## src/rtl/s_axi_read.sv

```systemverilog
// rtl/s_axi_read.sv - AXI4-Lite read slave for the DFX sequencer register file.
// Decodes AR into a bank0 register or bank1 slot field and returns the registered value on R.
module s_axi_read #(
  parameter int ADDR_WIDTH           = 16,
  parameter int DATA_WIDTH           = 32,
  parameter int BANK1_INDEX_WIDTH    = 2,
  parameter int BANK1_SRC_ADDR_WIDTH = 32,
  parameter int BANK1_SRC_SIZE_WIDTH = 26,
  parameter int BANK1_DST_ADDR_WIDTH = 32,
  parameter int BANK1_DST_SIZE_WIDTH = 26,
  parameter int BANK1_STATUS_WIDTH   = 2,
  parameter int BANK1_PROFILE_WIDTH  = 32,
  parameter int BANK0_CONTROL_WIDTH  = 4,
  parameter int BANK0_STATUS_WIDTH   = 4,
  parameter int BANK0_CNT_WIDTH      = BANK1_INDEX_WIDTH
) (
  input  logic                            clk,
  input  logic                            reset,
  input  logic [ADDR_WIDTH-1:0]           S_AXI_ARADDR,
  input  logic                            S_AXI_ARVALID,
  output logic                            S_AXI_ARREADY,
  output logic [DATA_WIDTH-1:0]           S_AXI_RDATA,
  output logic [1:0]                      S_AXI_RRESP,
  output logic                            S_AXI_RVALID,
  input  logic                            S_AXI_RREADY,
  output logic [BANK1_INDEX_WIDTH-1:0]    ext_bank1_out_index,
  input  logic [BANK1_SRC_ADDR_WIDTH-1:0] ext_bank1_out_src_addr,
  input  logic [BANK1_SRC_SIZE_WIDTH-1:0] ext_bank1_out_src_size,
  input  logic [BANK1_DST_ADDR_WIDTH-1:0] ext_bank1_out_des_addr,
  input  logic [BANK1_DST_SIZE_WIDTH-1:0] ext_bank1_out_des_size,
  input  logic [BANK1_STATUS_WIDTH-1:0]   ext_bank1_out_status,
  input  logic [BANK1_PROFILE_WIDTH-1:0]  ext_bank1_out_profile,
  input  logic [BANK0_CONTROL_WIDTH-1:0]  ext_bank0_out_control,
  input  logic [BANK0_STATUS_WIDTH-1:0]   ext_bank0_out_status,
  input  logic [BANK0_CNT_WIDTH-1:0]      ext_bank0_out_cnt,
  input  logic [BANK0_CNT_WIDTH-1:0]      ext_bank0_out_endCnt
);

  localparam logic [1:0] RESP_OKAY   = 2'b00;
  localparam logic [1:0] RESP_SLVERR = 2'b10;

  typedef enum logic [1:0] {
    ST_IDLE  = 2'd0,
    ST_FETCH = 2'd1,
    ST_RESP  = 2'd2
  } state_e;

  state_e                state_q, state_d;
  logic [ADDR_WIDTH-1:0] read_addr_q, read_addr_d;
  logic [DATA_WIDTH-1:0] rdata_q, rdata_d, fetch_data;
  logic [1:0]            rresp_q, rresp_d, fetch_resp;
  logic                  unused_addr_bits;

  always_ff @(posedge clk or negedge reset) begin
    if (!reset) state_q <= ST_IDLE;
    else        state_q <= state_d;
  end

  always_comb begin
    state_d = state_q;
    case (state_q)
      ST_IDLE:  if (S_AXI_ARVALID) state_d = ST_FETCH;
      ST_FETCH: state_d = ST_RESP;
      ST_RESP:  if (S_AXI_RREADY) state_d = ST_IDLE;
      default:  state_d = ST_IDLE;
    endcase
  end

  always_comb begin
    S_AXI_ARREADY = 1'b0;
    S_AXI_RVALID  = 1'b0;
    case (state_q)
      ST_IDLE: S_AXI_ARREADY = 1'b1;
      ST_RESP: S_AXI_RVALID  = 1'b1;
      default: ;
    endcase
  end

  // Bank1 presents the selected row combinationally; the row comes straight from the latched address.
  assign ext_bank1_out_index = read_addr_q[BANK1_INDEX_WIDTH+5:6];
  assign unused_addr_bits    = ^read_addr_q;

  always_comb begin
    fetch_data = '0;
    fetch_resp = RESP_SLVERR;
    case (read_addr_q[15:14])
      2'b00: begin
        fetch_resp = RESP_OKAY;
        case (read_addr_q[13:6])
          8'h00:   fetch_data = DATA_WIDTH'(ext_bank0_out_control);
          8'h01:   fetch_data = DATA_WIDTH'(ext_bank0_out_status);
          8'h02:   fetch_data = DATA_WIDTH'(ext_bank0_out_cnt);
          8'h03:   fetch_data = DATA_WIDTH'(ext_bank0_out_endCnt);
          default: fetch_resp = RESP_SLVERR;
        endcase
      end
      2'b01: begin
        fetch_resp = RESP_OKAY;
        case (read_addr_q[5:2])
          4'd0:    fetch_data = DATA_WIDTH'(ext_bank1_out_src_addr);
          4'd1:    fetch_data = DATA_WIDTH'(ext_bank1_out_src_size);
          4'd2:    fetch_data = DATA_WIDTH'(ext_bank1_out_des_addr);
          4'd3:    fetch_data = DATA_WIDTH'(ext_bank1_out_des_size);
          4'd4:    fetch_data = DATA_WIDTH'(ext_bank1_out_status);
          4'd5:    fetch_data = DATA_WIDTH'(ext_bank1_out_profile);
          default: fetch_resp = RESP_SLVERR;
        endcase
      end
      default: ;
    endcase
  end

  always_comb begin
    read_addr_d = read_addr_q;
    rdata_d     = rdata_q;
    rresp_d     = rresp_q;
    if (state_q == ST_IDLE && S_AXI_ARVALID) read_addr_d = S_AXI_ARADDR;
    if (state_q == ST_FETCH) begin
      rdata_d = fetch_data;
      rresp_d = fetch_resp;
    end
  end

  always_ff @(posedge clk or negedge reset) begin
    if (!reset) begin
      read_addr_q <= '0;
      rdata_q     <= '0;
      rresp_q     <= RESP_OKAY;
    end else begin
      read_addr_q <= read_addr_d;
      rdata_q     <= rdata_d;
      rresp_q     <= rresp_d;
    end
  end

  assign S_AXI_RDATA = rdata_q;
  assign S_AXI_RRESP = rresp_q;

endmodule

```

## config.mk

```make
export PLATFORM = sky130hd
export DESIGN_NAME = s_axi_read
export DESIGN_NICKNAME = d
export VERILOG_FILES = /design/src/rtl/s_axi_read.sv
export SDC_FILE = /design/constraint.sdc
export NUM_CORES = 1
export LEC_CHECK = 0
export CAP_MARGIN = 20
export CORE_ASPECT_RATIO = 0.75
export CORE_UTILIZATION = 35
export DETAILED_ROUTE_END_ITERATION = 6
export HOLD_SLACK_MARGIN = 0.15
export PLACE_DENSITY = 0.82
export RECOVER_POWER = 100
export SLEW_MARGIN = 20
export SYNTH_ARGS = -nofsm -noshare
export SYNTH_HDL_FRONTEND = slang
export SYNTH_SLANG_ARGS = --single-unit
```

## constraint.sdc

```tcl
create_clock -name clk -period 1.8 [get_ports clk]
set_input_delay 0.54 -clock clk [delete_from_list [all_inputs] [get_ports clk]]
set_output_delay 0.54 -clock clk [all_outputs]
set_load 0.005 [all_outputs]
```

==> reports/metrics.csv, run 1 <==
stage;metric;value;unit
grt;grt total ovfl;0;
run_status;status;complete, no violations;
grt;largest net degree at the start of global routing;47;
logic_synthesis;post-synthesis register bit count;49;
cts;Clock Tree Buf Depth;2;
grt;GR Util All Layers;23.67;%
detailed_routing;first-pass detailed-route iteration total;4;
logic_synthesis;most common cell in the synthesized netlist;nor2_1;
place;Placed Area;5351;um^2
logic_synthesis;Syn Inst Count;305;
cts;CTS tree;done;
cts;Reg clk slew, reported paths;0.07;ns
logic_synthesis;post-synth top area share;41.16;%
setup_path;kind of cell adding the most delay to the critical path;buffers and inverters;
logic_synthesis;syn nets;487;
logic_synthesis;cell accounting for the most synthesized area;dfrtp_1;
sta;Worst-Margin Slew;1.273;ns
cts;Skew-Pair Late Insertion Delay;0.28;ns
place;Final HPWL DP;8449;um
logic_synthesis;Yosys Warn Count;0;
logic_synthesis;Mapped Avg Cell Area;9.768;um^2
power;Clk pwr share;16.1;%
floorplan;Die H;81.90;um
sta;max-slew violation count;0;
logic_synthesis;number of flops mapped to enable cells by yosys;0;
sta;fin crit period;1.782;ns
setup_path;CP max stage cell;dlygate4sd3_1;
grt;first-pass GRT wire length;16170;um
logic_synthesis;Synth Cell Area;2979;um^2
sta;hold slack;0.3731;ns
flow_run;Max-Cap Viols;0;
finish;nets;705;
sta;Slew HR;15.15;%
setup_path;Worst setup EP type;output pin;
cts;htree depth;2;
setup_path;Crit path required time;1.26;ns
cts;clock tree root driver cell;clkbuf_16;
power;Seq pwr share;27.3;%
sta;final setup fails;0;
detailed_routing;vias per inst;5.291;
floorplan;initial core utilization;36.97;%
logic_synthesis;sequential-to-total area share from yosys stat;41.16;%
cts;number of CTS-inserted buffers;5;
sta;Hold Vio Cnt, Final;0;
finish;# fillers;645;
setup_path;Setup crit start kind;flip-flop;
finish;design area;5572;um^2
setup_path;Critical Path Fanout Max;2;
floorplan;row cnt;28;
floorplan;top-level I/O count;220;
logic_synthesis;Post-synth top cells;50 x nor2_1, 49 x dfrtp_1, 34 x nand2_1;
finish;# diodes;0;
floorplan;DIE AREA;8889;um^2
power;cell-internal power;4391;uW
sta;final worst slack;0.01828;ns
logic_synthesis;Cell variety after synth;35;
setup_path;CP Launch Point;S_AXI_RDATA[13];
setup_path;Arr. time, crit path;1.24;ns
logic_synthesis;top post-synthesis cells by area;dfrtp_1 41%, mux2i_1 9.4%, a221oi_1 6.5%;
cts;Clock Sinks;49;
sta;Tcrit/Tclk final;98.98;%
sta;Clock Skew;0.006905;ns
floorplan;die width;108.5;um
grt;initial antenna violation count;0;
power;switching pwr;2354;uW
setup_path;Reg-to-Reg Start;read_addr_q[4];
finish;area grow syn2layout;87.02;%
floorplan;CORE AREA;8058;um^2
place;pre-CTS WS;0.01327;ns
detailed_routing;Routed Antenna Nets;0;
place;GPL Wtd Cong;0.7913;
hold_path;Hold Crit Class;input pin to async pin;
place;DP Cell Count;615;
sta;fmax;0.5613;GHz
setup_path;CP peak stage delay;0.59;ns
setup_path;cell breakdown of the critical path;dlygate4sd3_1;
grt;vias in the first global route;3313;
finish;non-filler cells, final;629;
finish;share of layout cells above drive strength 1;11.83;%
logic_synthesis;ys async rst share;100.0;%
power;PwrDens;1211;nW/um^2
detailed_routing;Post-Route WL;10880;um
detailed_routing;Post-route DRC;0;
power;maximum VDD drop;0.7278;mV
cts;hold-fix buffers at CTS;0;
power;Power Total;6745;uW
setup_path;critical path class;flip-flop to output pin;
logic_synthesis;Most used DFF post-synth;dfrtp_1;
place;PortBufs;216;
detailed_routing;1st-iter DRT viols;120;
power;Leak Pwr;0.002144;uW
power;sw frac;34.90;%
setup_path;CP Buf/Inv Count;1;
power;Comb power frac;56.6;%
detailed_routing;routed len/inst;17.30;um
detailed_routing;via count;3328;
[layer usage]
metal | vias up | routed length [um] | global-route usage [%]
li1 | 1594 | - | -
met2 | 134 | 5407 | 43.10
met5 | - | 0 | 0
met1 | 1590 | 4488 | 28.80
met4 | 0 | 99 | 5.000
met3 | 10 | 887 | 5.159
[power groups by stage]
stage               Sequential, uW  Clock, uW  Combinational, uW
floorplan                     1810          0               2030
global placement              1840          0               3620
detailed placement            1870          0               3710
CTS                           1840       1110               3750
global route                  1890       1160               4110
finish                        1840       1090               3820
[flip-flops by register name (all words and copies together), names as in the netlist]
| signal | flops |
|---|---|
| S_AXI_RDATA | 32 |
| S_AXI_RRESP | 1 |
| read_addr_q | 14 |
| state_q | 2 |
[metrics by stage]
step / utilization [%] / TNS, ns
floorplan: - / 0
global placement: 66.41 / 0
detailed placement: 66.41 / 0
CTS: 68.76 / 0
global route: 69.15 / -0.03471
finish: 69.15 / 0
[worst paths after layout]
path / to / slack [ns] / depth (start not counted)
setup reg to reg: S_AXI_RDATA[15] / 0.03 / 5
hold / removal: read_addr_q[13] / 0.37 / 2
min in group clk: S_AXI_RDATA[28] / 0.49 / 2
hold reg to reg: S_AXI_RDATA[28] / 0.49 / 2
max in group asynchronous: read_addr_q[7] / 0.36 / 2
setup / recovery: S_AXI_RDATA[13] / 0.02 / 1
[layout make-up]
cell class | count | area (um^2) | area share, %
timing repair buffer | 241 | 2432 | 43.66
multi-input combinational | 223 | 1593 | 28.59
sequential | 49 | 1231 | 22.10
clock buffer | 7 | 142.6 | 2.560
tap | 105 | 131.4 | 2.358
clock inverter | 1 | 30.03 | 0.5390
inverter | 3 | 11.26 | 0.2021
[kinds of logic after synthesis]
group / Yosys count / share of synthesized area (%)
AOI/OAI and AO/OA: 75 / 20.66
muxes: 46 / 16.97
and+or+nand+nor: 101 / 14.99
buffers and inverters: 33 / 6.090
DFF: 49 / 41.16
other: 1 / 0.1259
[cells in the final DEF, fill, tap and decap left out, types with 4 or more instances in the layout]
cell type | Yosys | final
clkbuf_16 | 0 | 5
mux2i_1 | 28 | 28
mux2_2 | 16 | 16
a311oi_1 | 22 | 21
nor2_1 | 50 | 48
o21ai_0 | 10 | 10
a221oi_1 | 22 | 22
clkdlybuf4s50_1 | 0 | 210
dfrtp_2 | 0 | 4
nand2_1 | 34 | 34
buf_12 | 0 | 8
buf_4 | 8 | 13
dfrtp_1 | 49 | 45
a222oi_1 | 8 | 8
[repair_timing]
item                                    4_1_cts  5_1_grt
buffers inserted                              2        4
gates resized for setup                       4        4
endpoints found under the setup margin        4        9
pin swaps                                     0        1
No activity file was read; power rests on OpenSTA's default activity.
==> run 2: changes to the inputs <==
- clock period: 1.8 -> 1.9 ns (I/O delays scaled with it)
==> run 2 against run 1 <==
  * Clock skew decreased by 0.0049 ns
  * Clock-buffer cell count unchanged
  * Largest cell class unchanged
  * Non-clock buffer count decreased by 4
  * Clock power decreased by 16%
  * Cell count decreased by 0.64%
  * Highest routed layer unchanged
==> reports/metrics.csv, run 2 (synthesis gave the netlist of run 1 again) <==
stage;metric;value;unit;change
detailed_routing;Post-Route WL;10910;um;+0.24%
setup_path;critical path class;flip-flop to flip-flop;;
floorplan;top-level I/O count;220;;unchanged
finish;# diodes;0;;unchanged
finish;share of layout cells above drive strength 1;11.92;%;+0.091 points
sta;Slew HR;18.78;%;+3.6 points
cts;htree depth;2;;unchanged
cts;hold-fix buffers at CTS;0;;unchanged
finish;area grow syn2layout;86.14;%;
setup_path;Arr. time, crit path;1.99;ns;+0.75 ns
detailed_routing;routed len/inst;17.45;um;+0.88%
setup_path;Crit path required time;2.03;ns;+0.77 ns
finish;number of flip-flops under the largest register name;32;;unchanged
detailed_routing;Post-route DRC;0;;unchanged
detailed_routing;vias per inst;5.339;;+0.91%
floorplan;initial core utilization;36.97;%;unchanged
finish;Register Area;1229;um^2;-0.20%
floorplan;row cnt;28;;unchanged
detailed_routing;1st-iter DRT viols;103;;-14%
power;PwrDens;1115;nW/um^2;-7.9%
place;GPL Wtd Cong;0.7875;;-0.48%
sta;Clock Skew;0.002017;ns;-0.004888 ns
cts;Clock Sinks;49;;unchanged
detailed_routing;first-pass detailed-route iteration total;4;;unchanged
power;maximum VDD drop;0.7723;mV;+6.1%
detailed_routing;via count;3337;;+0.27%
cts;Clock Tree Buf Depth;2;;unchanged
setup_path;Worst setup EP type;flip-flop;;
cts;CTS tree;done;;
finish;multi-input logic area;1619;um^2;+1.6%
place;Final HPWL DP;8573;um;+1.5%
finish;commonest non-fill, non-tap cell in the layout;clkdlybuf4s50_1;;
power;Leak Pwr;0.002198;uW;+2.5%
cts;clock tree root driver cell;clkbuf_16;;
grt;largest net degree at the start of global routing;50;;+6.4%
sta;Hold Vio Cnt, Final;0;;unchanged
sta;Tcrit/Tclk final;97.40;%;
flow_run;Max-Cap Viols;0;;unchanged
finish;# fillers;660;;+2.3%
floorplan;CORE AREA;8058;um^2;unchanged
floorplan;Die H;81.90;um;unchanged
hold_path;Hold Crit Class;flip-flop to flip-flop;;
place;DP Cell Count;614;;-0.16%
setup_path;Critical Path Fanout Max;26;;+24
floorplan;DIE AREA;8889;um^2;unchanged
place;PortBufs;216;;unchanged
sta;Worst-Margin Slew;1.218;ns;-0.05440 ns
finish;nets;701;;-0.57%
floorplan;die width;108.5;um;unchanged
grt;grt total ovfl;0;;unchanged
cts;Skew-Pair Late Insertion Delay;0.28;ns;about the same
grt;initial antenna violation count;0;;unchanged
finish;most frequent cells in the layout;178 x clkdlybuf4s50_1, 48 x nor2_1, 47 x dfrtp_1, 35 x dlygate4sd3_1, 34 x nand2_1;;
finish;non-filler cells, final;625;;-0.64%
grt;vias in the first global route;3412;;+3.0%
sta;Setup TNS Final;0;ns;unchanged
sta;fmax;0.5404;GHz;
grt;GR Util All Layers;23.22;%;-0.45 points
detailed_routing;Routed Antenna Nets;0;;unchanged
run_status;status;complete, no violations;;
cts;number of CTS-inserted buffers;5;;unchanged
setup_path;Setup crit start kind;flip-flop;;
cts;Reg clk slew, reported paths;0.06;ns;about the same
grt;first-pass GRT wire length;16010;um;-1.0%
sta;max-slew violation count;0;;unchanged
sta;fin crit period;1.851;ns;
sta;final setup fails;0;;unchanged
## run 2: changes by cell type in the layout (fill, tap and decap cells not counted), moves of 2 or more
| cell | before | now |
|---|---|---|
| clkbuf_1 | 3 | 1 |
| dlygate4sd3_1 | 3 | 35 |
| a311oi_2 | 1 | 6 |
| dfrtp_2 | 4 | 2 |
| a311oi_1 | 21 | 16 |
| clkdlybuf4s50_1 | 210 | 178 |
| buf_4 | 13 | 11 |
| dfrtp_1 | 45 | 47 |
## run 2: worst max-delay path, cell delays in order (launching register included)
cell,delay (ns)
dfrtp_1,0.44
and2_1,0.21
and2_1,0.25
buf_12,0.19
a221oi_1,0.44
a311oi_2,0.17
## run 2: metrics by stage
stage	hold WS [ns]	utilization, %	instance area [um^2]	total power (uW)	setup WS, ns
after floorplan	0.2744	-	2979	3636	0.2393
after detailed placement	0.4749	66.48	5356	5332	-0.02724
final	0.4783	68.82	5545	6185	0.04937
after global placement	0.4631	66.48	5356	5197	0.05632
after CTS	0.2876	68.62	5529	6279	0.03847
after global routing	0.5124	68.82	5545	6576	-0.06327
## run 2: layout make-up
cell class / instances / area share (%)
clock inverters: 1 / 0.09025
well taps: 105 / 2.369
multi-input cells: 223 / 29.20
inverters: 3 / 0.2031
clock buffers: 7 / 2.753
repair buffers: 237 / 43.23
flip-flops and latches: 49 / 22.16
## run 2: final timing paths
check	start	endpoint	slack, ns	depth (start not counted)
max reg2reg	read_addr_q[4]	S_AXI_RDATA[16]	0.05	5
max	read_addr_q[4]	S_AXI_RDATA[16]	0.05	5
max in group asynchronous	reset	read_addr_q[2]	0.46	2
min reg2reg	S_AXI_RDATA[29]	S_AXI_RDATA[29]	0.48	2
min	S_AXI_RDATA[29]	S_AXI_RDATA[29]	0.48	2
min in group asynchronous	reset	read_addr_q[7]	0.62	2
## run 2: power by group
group	switching, uW	total [uW]	internal [uW]
sequential	258	1730	1470
combinational	1600	3540	1940
clock	361	919	558
total	2220	6190	3960
## run 2: timing repair
action	in CTS	in global routing
buffers inserted	2	1
pin swaps	0	2
gates resized for setup	3	9
setup endpoints to repair	13	11
## run 2: routing by layer
metal  track usage (%)  routed length (um)  vias up
met5                 0                   0        -
met4             4.054                 116        0
met3             4.127                 748       14
met2             45.25                5751      135
met1             26.83                4293     1610
li1                  -                   -     1578
==> run 3: changes to the inputs <==
- SETUP_SLACK_MARGIN: unset -> 0.3
==> run 3 against run 2 <==
  * Die area unchanged
  * Sequential power about the same
  * Highest routed layer unchanged
  * Combinational power up 26%
  * Non-clock buffer count up 28
  * Largest power group unchanged
  * Critical path depth up 1
==> reports/metrics.csv, run 3 (synthesis gave the netlist of run 1 again) <==
stage;metric;value;unit;change
grt;initial antenna violation count;0;;unchanged
power;sw frac;36.20;%;+0.25 points
detailed_routing;vias per inst;5.332;;-0.13%
power;Seq pwr share;24.1;%;-3.8 points
power;Clk pwr share;13.9;%;-1.0 points
detailed_routing;Routed Antenna Nets;0;;unchanged
flow_run;Max-Cap Viols;0;;unchanged
power;switching pwr;2609;uW;+17%
finish;share of layout cells above drive strength 1;22.81;%;+11 points
power;Leak Pwr;0.002481;uW;+13%
finish;# diodes;0;;unchanged
power;cell-internal power;4598;uW;+16%
setup_path;Critical Path Fanout Max;9;;-65%
finish;Util after Layout;76.04;%;+7.2 points
finish;# fillers;587;;-11%
sta;Setup TNS Final;0;ns;unchanged
sta;Slew HR;61.35;%;+43 points
setup_path;worst-case reg-to-reg path depth;6;;+1
detailed_routing;via count;3482;;+4.3%
cts;clock tree root driver cell;clkbuf_16;;
cts;number of CTS-inserted buffers;5;;unchanged
place;GPL Wtd Cong;0.7932;;+0.72%
setup_path;Reg-to-Reg Start;read_addr_q[3];;
grt;first-pass GRT wire length;17700;um;+11%
detailed_routing;1st-iter DRT viols;145;;+41%
grt;largest net degree at the start of global routing;29;;-42%
sta;Clock Skew;0.007883;ns;+0.005866 ns
floorplan;row cnt;28;;unchanged
finish;commonest non-fill, non-tap cell in the layout;clkdlybuf4s50_1;;
cts;Clock Sinks;49;;unchanged
setup_path;Worst setup EP type;flip-flop;;
sta;final setup fails;0;;unchanged
floorplan;CORE AREA;8058;um^2;unchanged
sta;Worst-Margin Slew;0.5797;ns;-0.6386 ns
sta;Hold Vio Cnt, Final;0;;unchanged
power;PwrDens;1176;nW/um^2;+5.5%
setup_path;worst reg2reg endpoint;S_AXI_RDATA[15];;
finish;Register Area;1232;um^2;+0.31%
place;Final HPWL DP;8465;um;-1.3%
place;Placed Area;5429;um^2;+1.4%
cts;CTS tree;done;;
hold_path;Hold Crit Class;flip-flop to flip-flop;;
detailed_routing;routed len/inst;18.72;um;+7.3%
finish;multi-input logic area;1857;um^2;+15%
setup_path;Critical Path End;S_AXI_RDATA[15];;
floorplan;Die H;81.90;um;unchanged
power;Comb power frac;62.0;%;+4.8 points
grt;GR Util All Layers;26.32;%;+3.1 points
sta;fmax;0.5702;GHz;+5.5%
setup_path;Setup crit start kind;flip-flop;;
detailed_routing;Post-route DRC;0;;unchanged
finish;nets;729;;+4.0%
detailed_routing;first-pass detailed-route iteration total;7;;+3
floorplan;initial core utilization;36.97;%;unchanged
grt;grt total ovfl;0;;unchanged
cts;Skew-Pair Late Insertion Delay;0.28;ns;about the same
setup_path;Arr. time, crit path;1.93;ns;-0.06 ns
run_status;status;complete, no violations;;
floorplan;DIE AREA;8889;um^2;unchanged
cts;Clock Tree Buf Depth;2;;unchanged
finish;most frequent cells in the layout;177 x clkdlybuf4s50_1, 44 x dfrtp_1, 36 x nor2_1, 35 x dlygate4sd2_1, 34 x nand2_1;;
sta;max-slew violation count;0;;unchanged
floorplan;die width;108.5;um;unchanged
finish;area grow syn2layout;105.7;%;
place;DP Cell Count;615;;+0.16%
cts;Reg clk slew, reported paths;0.07;ns;about the same
place;PortBufs;216;;unchanged
sta;Tcrit/Tclk final;92.30;%;-5.1 points
sta;unrepaired setup endpoints after global routing;true;;
setup_path;critical path class;flip-flop to flip-flop;;
finish;design area;6127;um^2;+10%
detailed_routing;Post-Route WL;12220;um;+12%
setup_path;Reg2Reg Setup Slack;0.15;ns;+0.10 ns
sta;fin crit period;1.754;ns;-0.09689 ns
power;maximum VDD drop;0.6999;mV;-9.4%
finish;non-filler cells, final;653;;+4.5%
finish;number of flip-flops under the largest register name;32;;unchanged
sta;final worst slack;0.1463;ns;+0.09689 ns
place;pre-CTS WS;0.07314;ns;+0.1004 ns
setup_path;Crit path required time;2.08;ns;+0.05 ns
grt;vias in the first global route;3507;;+2.8%
floorplan;top-level I/O count;220;;unchanged
setup_path;CP Launch Point;read_addr_q[3];;
cts;htree depth;2;;unchanged
==> run 3: cell types whose count changed in the layout (fill, tap and decap cells not counted), moves of 5 or more <==
cell	change
dlygate4sd2_1	+33
dlygate4sd3_1	-33
a221oi_1	-16
buf_4	+13
nor2_1	-12
a221oi_2	+11
nor2_2	+9
a221oi_4	+5
clkbuf_1	+5
==> run 3: cell type report <==
class,instances,area share [%]
clock buffer,6,2.103
multi-input combinational,223,30.30
clock inverter,2,0.5718
timing repair buffer,265,44.58
tap,105,2.144
inverter,3,0.1838
sequential,49,20.11
==> run 3: critical path, stage by stage (launching register included) <==
cell and delay (ns):
dfrtp_2 0.39, buf_4 0.12, or3b_4 0.39, buf_4 0.21, nor2_2 0.19, a221oi_4 0.05
a311oi_1 0.30
==> run 3: metal layers <==
| metal | GRT usage [%] | up-vias | part of all wire [%] |
|---|---|---|---|
| met2 | 48.67 | 152 | 51 |
| met5 | 0 | - | 0 |
| met3 | 6.190 | 11 | 7.5 |
| met1 | 30.32 | 1681 | 40 |
| met4 | 7.838 | 0 | 1.1 |
| li1 | - | 1638 | - |
==> run 3: worst min path at each step <==
| stage | startpoint | endpoint | slack [ns] | depth (start not counted) |
|---|---|---|---|---|
| finish | S_AXI_RDATA[26] | S_AXI_RDATA[26] | 0.48 | 2 |
| CTS | S_AXI_RRESP[1] | S_AXI_RRESP[1] | 0.48 | 2 |
| global route | S_AXI_RRESP[1] | S_AXI_RRESP[1] | 0.51 | 2 |
| floorplan | reset | S_AXI_RDATA[0] | 0.27 | 0 |
| detailed placement | reset | read_addr_q[13] | 0.45 | 1 |
| global placement | reset | read_addr_q[10] | 0.44 | 1 |
==> run 3: what timing repair did <==
action	4_1_cts	5_1_grt
gates cloned	5	1
hold endpoints to repair	9	0
setup buffers	13	10
resized for setup	68	31
hold buffers	1	0
pin swaps	13	14
setup endpoints to repair	66	34
==> run 3: power by group through the flow <==
stage                     sequential [uW]  clock (uW)  combinational, uW
after detailed placement             1770           0               3580
after CTS                            1740        1020               4090
after global placement               1750           0               3490
after global routing                 1790        1060               4760
after floorplan                      1710           0               2080
final                                1730        1000               4470
==> run 3: per-stage QoR <==
step | power, uW | hold slack (ns)
finish | 7207 | 0.4768
global route | 7612 | 0.5146
CTS | 6840 | 0.4841
detailed placement | 5351 | 0.4459
global placement | 5238 | 0.4413
floorplan | 3788 | 0.2744
